**src/rtl/pkt_tx_serializer_pkg.sv**
```systemverilog
// pkt_tx_serializer_pkg: packet types, frame constants and entry layout shared by the serializer and its FIFO
package pkt_tx_serializer_pkg;
  typedef enum logic [2:0] {HB, CHE, INV, MR, CHT, DATA, SOS, INVALID} pkt_type_t;
  localparam int PKT_WORDS = 8;
  localparam logic [7:0] HDR_LEN = 8'(PKT_WORDS);
  localparam int FIELD_W = 16;
  typedef struct packed {
    pkt_type_t ptype;
    logic [PKT_WORDS-2:0][FIELD_W-1:0] fields;
  } tx_entry_t;
  typedef enum logic [1:0] {S_IDLE, S_SEND, S_GAP, S_BACKOFF} state_t;
endpackage

```
**src/rtl/pkt_fifo.sv**
```systemverilog
// pkt_fifo: synchronous FIFO with wrap-bit pointers; a push while full is accepted when a pop happens in the same cycle
module pkt_fifo #(
  parameter int WIDTH = 8,
  parameter int DEPTH = 4
) (
  input  logic             clk,
  input  logic             nrst,
  input  logic             push_i,
  input  logic             pop_i,
  input  logic [WIDTH-1:0] din_i,
  output logic [WIDTH-1:0] dout_o,
  output logic             full_o,
  output logic             empty_o
);
  localparam int AW = $clog2(DEPTH);
  logic [WIDTH-1:0] mem_q [DEPTH];
  logic [AW:0] wr_q, rd_q;
  logic do_push, do_pop;
  assign empty_o = wr_q == rd_q;
  assign full_o  = (wr_q[AW] != rd_q[AW]) && (wr_q[AW-1:0] == rd_q[AW-1:0]);
  assign do_pop  = pop_i && !empty_o;
  assign do_push = push_i && (!full_o || do_pop);
  assign dout_o  = mem_q[rd_q[AW-1:0]];
  always_ff @(posedge clk or negedge nrst)
    if (!nrst) begin
      wr_q <= '0;
      rd_q <= '0;
    end else begin
      wr_q <= wr_q + (AW+1)'(do_push);
      rd_q <= rd_q + (AW+1)'(do_pop);
    end
  always_ff @(posedge clk)
    if (do_push) mem_q[wr_q[AW-1:0]] <= din_i;
endmodule

```
**src/rtl/pkt_tx_serializer.sv**
```systemverilog
// pkt_tx_serializer: queues reward field sets and sends each as 8 words with carrier sense and inter-frame gap; TX_BACKOFF_EN adds LFSR random backoff
module pkt_tx_serializer import pkt_tx_serializer_pkg::*; #(
  parameter int WORD_WIDTH = 16,
  parameter int PKT_DEPTH  = 4,
  parameter int IFS_CYCLES = 2
`ifdef TX_BACKOFF_EN
  , parameter logic [7:0] BACKOFF_MASK = 8'h1F
`endif
) (
  input  logic                  clk,
  input  logic                  nrst,
  input  logic                  reward_done,
  input  logic [2:0]            rPacketType,
  input  logic [WORD_WIDTH-1:0] rSourceID,
  input  logic [WORD_WIDTH-1:0] rDestinationID,
  input  logic [WORD_WIDTH-1:0] rEnergyLeft,
  input  logic [WORD_WIDTH-1:0] rQValue,
  input  logic [WORD_WIDTH-1:0] rSourceHops,
  input  logic [WORD_WIDTH-1:0] rChosenCH,
  input  logic [WORD_WIDTH-1:0] rHopsFromCH,
  input  logic                  channel_busy,
  input  logic                  tx_ready,
  output logic                  tx_valid,
  output logic [WORD_WIDTH-1:0] tx_data,
  output logic                  tx_sop,
  output logic                  tx_eop,
  output logic                  busy,
  output logic                  fifo_full,
  output logic [7:0]            drop_cnt
);
  localparam int EW = 3 + (PKT_WORDS-1)*WORD_WIDTH;
  localparam logic [2:0] LAST = 3'(PKT_WORDS-1);
  state_t state_q, state_d;
  logic [EW-1:0] entry, head, hold_q, hold_d;
  logic [2:0] idx_q, idx_d;
  logic [7:0] gap_q, gap_d, drop_q, drop_d;
  logic cap, pop, empty;
  logic [PKT_WORDS-1:0][WORD_WIDTH-1:0] words;
  assign cap   = reward_done && rPacketType != INVALID;
  assign entry = {rPacketType, rSourceID, rDestinationID, rEnergyLeft, rQValue, rSourceHops, rChosenCH, rHopsFromCH};
  pkt_fifo #(.WIDTH(EW), .DEPTH(PKT_DEPTH)) u_fifo (
    .clk(clk), .nrst(nrst), .push_i(cap), .pop_i(pop), .din_i(entry),
    .dout_o(head), .full_o(fifo_full), .empty_o(empty)
  );
  always_comb begin
    words[0] = {hold_q[EW-1 -: 3], {(WORD_WIDTH-11){1'b0}}, HDR_LEN};
    for (int k = 1; k < PKT_WORDS; k++) words[k] = hold_q[(PKT_WORDS-1-k)*WORD_WIDTH +: WORD_WIDTH];
  end
  assign tx_valid = state_q == S_SEND;
  assign tx_data  = tx_valid ? words[idx_q] : '0;
  assign tx_sop   = tx_valid && idx_q == 3'd0;
  assign tx_eop   = tx_valid && idx_q == LAST;
  assign busy     = state_q != S_IDLE || !empty;
  assign drop_cnt = drop_q;
  assign drop_d   = drop_q + 8'(cap && fifo_full && !pop && drop_q != 8'hFF);
`ifdef TX_BACKOFF_EN
  logic [7:0] lfsr_q;
  logic [8:0] bo_q, bo_d, bo_new;
  assign bo_new = {1'b0, lfsr_q & BACKOFF_MASK} + 9'd1;
  always_ff @(posedge clk or negedge nrst)
    if (!nrst) begin
      lfsr_q <= 8'hA5;
      bo_q   <= '0;
    end else begin
      lfsr_q <= {lfsr_q[6:0], lfsr_q[7] ^ lfsr_q[5] ^ lfsr_q[4] ^ lfsr_q[3]};
      bo_q   <= bo_d;
    end
`endif
  always_comb begin
    state_d = state_q;
    idx_d   = idx_q;
    gap_d   = gap_q;
    hold_d  = hold_q;
    pop     = 1'b0;
`ifdef TX_BACKOFF_EN
    bo_d    = bo_q;
`endif
    unique case (state_q)
      S_IDLE:
        if (!empty && !channel_busy) begin
`ifdef TX_BACKOFF_EN
          bo_d    = bo_new;
          state_d = S_BACKOFF;
`else
          pop     = 1'b1;
          hold_d  = head;
          idx_d   = '0;
          state_d = S_SEND;
`endif
        end
      S_SEND:
        if (tx_ready) begin
          idx_d = idx_q + 3'd1;
          if (idx_q == LAST) begin
            gap_d   = 8'(IFS_CYCLES);
            state_d = S_GAP;
          end
        end
      S_GAP: begin
        gap_d   = gap_q - 8'd1;
        state_d = gap_q <= 8'd1 ? S_IDLE : S_GAP;
      end
      S_BACKOFF: begin
`ifdef TX_BACKOFF_EN
        // the head stays queued until the channel is won, so the pop happens here
        if (channel_busy) bo_d = bo_q == '0 ? bo_new : bo_q;
        else if (bo_q != '0) bo_d = bo_q - 9'd1;
        else begin
          pop     = 1'b1;
          hold_d  = head;
          idx_d   = '0;
          state_d = S_SEND;
        end
`else
        state_d = S_IDLE;
`endif
      end
      default: state_d = S_IDLE;
    endcase
  end
  always_ff @(posedge clk or negedge nrst)
    if (!nrst) begin
      state_q <= S_IDLE;
      idx_q   <= '0;
      gap_q   <= '0;
      hold_q  <= '0;
      drop_q  <= '0;
    end else begin
      state_q <= state_d;
      idx_q   <= idx_d;
      gap_q   <= gap_d;
      hold_q  <= hold_d;
      drop_q  <= drop_d;
    end
endmodule

```
**config.mk**
```make
export PLATFORM = sky130hd
export DESIGN_NAME = pkt_tx_serializer
export DESIGN_NICKNAME = d
export VERILOG_FILES = /design/src/rtl/pkt_tx_serializer_pkg.sv /design/src/rtl/pkt_fifo.sv /design/src/rtl/pkt_tx_serializer.sv
export SDC_FILE = /design/constraint.sdc
export NUM_CORES = 1
export LEC_CHECK = 0
export ABC_AREA = 1
export BUFFER_PORTS_ARGS = -buffer_cell sky130_fd_sc_hd__buf_4
export CAP_MARGIN = 10
export CORE_MARGIN = 5
export CORE_UTILIZATION = 25
export CTS_CLUSTER_SIZE = 14
export DETAILED_ROUTE_END_ITERATION = 16
export PLACE_DENSITY_LB_ADDON = 0.15
export SYNTH_ARGS = -nofsm -noshare
export SYNTH_HDL_FRONTEND = slang
export SYNTH_SLANG_ARGS = --single-unit
export TNS_END_PERCENT = 100
```
**constraint.sdc**
```tcl
create_clock -name clk -period 9 [get_ports clk]
set_input_delay 0.45 -clock clk [delete_from_list [all_inputs] [get_ports clk]]
set_output_delay 0.45 -clock clk [all_outputs]
set_load 0.005 [all_outputs]
```
==> results of run 1 <==
-- worst reg2reg max path, delay by kind of cell, from the launching register on --
kind / cells / cell delay [ns]
buffers and inverters: 3 / 1.80
adders and majority gates: 2 / 0.47
DFF: 1 / 0.78
and+or+nand+nor: 4 / 0.96
xor gates and xnor gates: 1 / 0.13
-- power by group through the flow --
stage | Sequential, mW | Combinational [mW] | Clock (mW)
finish | 3.86 | 2.00 | 2.82
global route | 3.91 | 2.26 | 3.03
CTS | 3.86 | 2.09 | 2.91
detailed placement | 3.91 | 2.07 | 0
global placement | 3.90 | 2.06 | 0
floorplan | 3.88 | 1.28 | 0
-- metrics by stage --
step	total power [mW]	util [%]	setup WS (ns)	instances	cell area (um^2)
final	8.683	30.51	4.774	3460	28560
after global routing	9.202	30.51	4.350	3457	28560
after CTS	8.862	30.51	4.646	3457	28560
after detailed placement	5.985	27.76	4.663	3299	25990
after global placement	5.964	27.76	4.708	3299	25990
after floorplan	5.161	-	2.448	2001	23640
-- cell families after synthesis --
group	count (synthesis)	share of synthesized area [%]
compound gates	448	10.18
simple gates	779	12.55
flops	602	73.47
fa+ha+maj	11	0.5822
buf+inv	153	2.922
xor+xnor	8	0.2964
-- layout by cell type (no fill, tap or decap), types with 4 or more instances in the layout --
master / count
nand4_1: 4
edfxtp_1: 460
ha_1: 11
xor2_1: 5
bufinv_16: 4
o21ai_0: 288
nand3_1: 18
nand2_1: 422
buf_12: 4
nor2_4: 4
dfrtp_1: 140
clkbuf_16: 75
clkinvlp_4: 4
o21ai_1: 12
nor2_1: 327
inv_1: 26
clkinv_1: 13
buf_4: 161
clkbuf_1: 18
o22ai_1: 127
a21oi_1: 19
dlygate4sd3_1: 27
clkbuf_8: 6
clkinv_2: 10
-- per-layer routing --
metal	up-vias	global-route usage [%]
met4	2	3.334
met1	7749	18.56
met3	93	2.650
met5	-	0
met2	307	21.90
li1	7328	-
-- final timing paths --
check                          startpoint                    to  slack (ns)  depth (start not counted)
hold / removal             rPacketType[1]  u_fifo.mem_q[2][113]        0.05                          1
setup reg to reg           u_fifo.rd_q[0]        u_fifo.rd_q[2]        4.77                         10
max in group asynchronous            nrst            hold_q[96]        6.98                          3
min in group asynchronous            nrst           drop_cnt[4]        0.45                          2
setup / recovery           u_fifo.rd_q[0]        u_fifo.rd_q[2]        4.77                         10
hold reg to reg                hold_q[40]            hold_q[40]        0.47                          2
-- final cells by class --
class	count	area, um^2	share of cell area [%]
diodes	3	7.507	0.02628
clock buffers	99	2027	7.096
clock inverters	32	274.0	0.9593
inverters	31	125.1	0.4380
multi-input cells	1246	5618	19.67
flip-flops and latches	602	17370	60.82
well taps	1254	1569	5.493
repair buffers	193	1570	5.497
-- repair_timing --
action,CTS,global route
hold buffers,27,0
resized for setup,0,0
endpoints found under the hold margin,171,0
-- sequential cells by signal (all words and copies together), names as in the netlist --
| signal | cells |
|---|---|
| u_fifo.mem_q | 460 |
| hold_q | 115 |
| drop_cnt | 8 |
| gap_q | 8 |
| idx_q | 3 |
| u_fifo.rd_q | 3 |
| u_fifo.wr_q | 3 |
| state_q | 2 |
==> run summary, run 1 <==
Outcome - completed
Top-count cell post-synth - edfxtp_1
First-pass GRT wire length - 104000 um
Fillers - 9591
Clk Latency, worst-skew pair - 0.61 ns
Data required, critical path - 9.54 ns
CP max stage cell - dfrtp_4
Pint - 5.845 mW
Clock power share - 32.5%
Min Tclk post-route - 4.226 ns
DRC - 0
Clock Sink Count - 602
Fin crit share - 46.96%
Port buffer count - 148
Starting density of the core - 25.25%
Via/cell ratio - 4.474
Final Wtd Congestion - 0.7351
Final max-slew violation count - 0
Worst-margin pin slew - 1.118 ns
Seq pwr share - 44.4%
Final hold slack - 0.05152 ns
Root Buffer - clkbuf_16
Number of H-tree levels - 3
Top FF cell, synth - edfxtp_1
Switching pwr - 2.838 mW
Area grow syn2layout - 20.84%
Die Width - 317.5 um
Slew headroom - 25.47%
Post-synth top area cell - edfxtp_1
Die footprint - 100800 um^2
#FFs+latches synth - 602
I/O pins - 149
Clock transition at the registers of the reported paths - 0.06 ns
Max-Cap Viols - 0
Synth top area cells - edfxtp_1 58%, dfrtp_1 15%, nand2_1 6.7%, o21ai_0 6.1%, nor2_1 5.3%
Combinational power share - 23.1%
Avg Cell Area, Syn - 11.81 um^2
Commonest cells in the netlist - 460 x edfxtp_1, 422 x nand2_1, 331 x nor2_1, 288 x o21ai_0, 142 x dfrtp_1
FMAX - 236.6 MHz
RSZ-0062 raised after global routing - false
Site Rows - 112
DR WL met2 - 32610 um
Synth warn - 0
Total track usage - 13.45%
Number of global-route vias before repair - 15740
Share of post-route cells with drive strength above 1 - 12.62%
Critical Path AT - 4.77 ns
Final hold violation count - 0
Sw frac - 32.69%
Setup TNS - 0 ns
Max VDD drop - 245.7 uV
Core Region - 93610 um^2
Endpoints failing setup - 0
CP Cell Sequence - inv_6 -> nand2_1 -> nand2_1 -> nand3_1 -> nand3_4 -> inv_4 -> buf_4 -> ha_1 -> ha_1 -> xor2_1
Mapped Cells - 2001
Crit Path Max Fanout - 90
Fin nets - 2276
CP delay by family, top - buffers and inverters
Leakage - 10.73 nW
Num CTS Buffers - 71
WL/cell - 20.09 um
CP endpoint kind - flop
Met3 WL post-DR - 2951 um
Fraction of registers with async set/reset - 23.59%
Distinct cells, synth - 25
DRT iter0 DRCs - 1148
DP HPWL - 41210 um
CTS max path bufs - 3
Pre-Repair DR Iteration Count - 5
Initial antenna violation count - 5
Cell area after synthesis - 23640 um^2
Part of the Yosys area used for sequential elements - 73.47%
CTS tree - built
Setup Fix Bufs, Post-CTS - 0
Worst Clk Skew - 0.02756 ns
Die H - 317.5 um
Vias post-DR - 15480
Startpoint Class - flop
Critical path type - flop to flop
Number of synthesized flops with an enable pin - 460
Hold crit path type - input pin to flop
Routed WL - 69500 um
Pin count of the biggest net entering global routing - 116
Crit path buf inv count - 3
Wl on met1 - 32420 um
GRT overflow - 0
Max Used Layer - met5
Power Dens Cells - 304.0 nW/um^2
CP max stage delay - 0.78 ns
Post-synth top area share - 58.44%
Final antenna-violating net count - 0
Syn_nets - 2132
Note: power is estimated with default switching activity, not from simulation.
==> run 2: changes to the inputs <==
Clock period 9 ns to 3.56 ns, I/O delays scaled along.
==> run summary, run 2 (synthesized netlist as in run 1, its figures left out) <==
CP delay by family, top - buffers and inverters
Clock transition at the registers of the reported paths - 0.06 ns
Most common cell after layout, fill and taps aside - edfxtp_1
Slew headroom - 37.46%
Power Dens Cells - 747.6 nW/um^2
DRT iter0 DRCs - 1065
Fin nets - 2374
Total track usage - 13.43%
Die Width - 317.5 um
Setup Fix Bufs, Post-CTS - 0
Crit path buf inv count - 3
Core Region - 93610 um^2
Startpoint Class - flop
Crit Path Max Fanout - 21
Critical Path AT - 2.86 ns
CTS max path bufs - 3
Die H - 317.5 um
RSZ-0062 raised after global routing - false
Tot Pwr - 22.14 mW
Max VDD drop - 570.3 uV
First-pass GRT wire length - 104900 um
Pin count of the biggest net entering global routing - 149
Number of global-route vias before repair - 16190
Vias post-DR - 15910
I/O pins - 149
CP max stage delay - 0.57 ns
Site Rows - 112
Hold crit path type - input pin to flop
Root Buffer - clkbuf_16
Fillers - 9539
Die footprint - 100800 um^2
Placed Cells - 3306
Num CTS Buffers - 72
Final antenna-violating net count - 0
Clk Latency, worst-skew pair - 0.61 ns
Share of post-route cells with drive strength above 1 - 12.51%
Final cell count without fillers - 3557
Outcome - completed
Via/cell ratio - 4.473
Clock Sink Count - 602
Cts repair resizes - 0
CTS tree - built
Number of H-tree levels - 3
Final Wtd Congestion - 0.7569
Most frequent cells in the layout - 460 x edfxtp_1, 422 x nand2_1, 327 x nor2_1
Critical path type - flop to output pin
Final hold violation count - 0
Max reg flops - 460
Initial antenna violation count - 2
Pre-Repair DR Iteration Count - 5
Worst Clk Skew - 0.01998 ns
Worst-margin pin slew - 0.9381 ns
Max-Cap Viols - 0
Area grow syn2layout - 25.27%
CP max stage cell - inv_1
Fin crit share - 85.43%
Final max-slew violation count - 0
Min Tclk post-route - 3.041 ns
Port buffer count - 148
Endpoints failing setup - 0
DP HPWL - 41380 um
CP Cell Sequence - buf_4 -> inv_1 -> o21ai_0 -> o22ai_1 -> nor2_1 -> nor2_1 -> buf_4
Starting density of the core - 25.25%
DRC - 0
Leakage - 11.19 nW
Routed WL - 69570 um
GRT overflow - 0
CP endpoint kind - output pin
WL/cell - 19.56 um
FMAX - 328.8 MHz
Data required, critical path - 3.38 ns
-- run 2: cell types whose count changed in the layout (fill, tap and decap cells not counted), moves of 2 or more --
| cell | delta |
|---|---|
| buf_12 | +8 |
| diode_2 | -2 |
| clkinv_1 | +3 |
| clkinv_2 | +8 |
| inv_16 | +2 |
| dlygate4sd3_1 | +90 |
| clkinvlp_4 | -2 |
| clkbuf_8 | -5 |
| clkbuf_1 | -4 |
-- run 2: timing repair --
item,4_1_cts,5_1_grt
hold endpoints to repair,543,0
setup endpoints to repair,0,0
hold buffers,117,0
-- run 2: path summary, 6_finish.rpt --
kind	slack, ns	cells past startpoint	from	end
worst max-delay path	0.52	7	idx_q[1]	tx_data[12]
worst max register to register	1.10	9	u_fifo.rd_q[0]	hold_q[71]
worst min register to register	0.48	2	hold_q[40]	hold_q[40]
max in group asynchronous	2.45	3	nrst	hold_q[6]
min in group asynchronous	0.20	2	nrst	drop_cnt[3]
worst min-delay path	0.17	4	channel_busy	drop_cnt[0]
-- run 2: per-stage QoR --
stage               instance area (um^2)  worst slack (ns)  hold WS [ns]  util, %  setup TNS (ns)
floorplan                          23650            -1.099       -0.1176        -         -505.36
global placement                   26140             1.135        0.2696    27.92               0
detailed placement                 26140             1.087        0.2865    27.92               0
CTS                                29610            0.4919        0.1361    31.63               0
global route                       29610            0.3693        0.1936    31.63               0
finish                             29610            0.5188        0.1750    31.63               0
-- run 2: final cells by class --
| cell class | instances | area [um^2] | share of cell area, % |
|---|---|---|---|
| well taps | 1254 | 1569 | 5.299 |
| diodes | 1 | 2.502 | 0.008451 |
| clock buffers | 89 | 1918 | 6.478 |
| flip-flops and latches | 602 | 17370 | 58.68 |
| multi-input cells | 1246 | 5618 | 18.97 |
| inverters | 31 | 125.1 | 0.4225 |
| repair buffers | 290 | 2624 | 8.861 |
| clock inverters | 44 | 380.4 | 1.285 |
-- run 2: metal layers --
layer | track usage [%] | up-vias | wire length (um)
met5 | 0 | - | 7
met4 | 3.442 | 2 | 1246
met3 | 2.205 | 87 | 2842
met2 | 22.33 | 312 | 33220
met1 | 18.40 | 7991 | 32260
li1 | - | 7519 | -
-- run 2: worst min-delay path, delay by kind of cell --
kind            cells  cell delay (ns)
fa+ha+maj           1             0.14
buf+inv             1             0.11
compound gates      1             0.14
simple gates        1             0.18
-- run 2: where the power goes --
part	switching, mW	total, mW	internal (mW)
Sequential	0.522	9.68	9.16
Clock	2.89	7.10	4.22
Combinational	3.87	5.36	1.49
Total	7.28	22.1	14.9
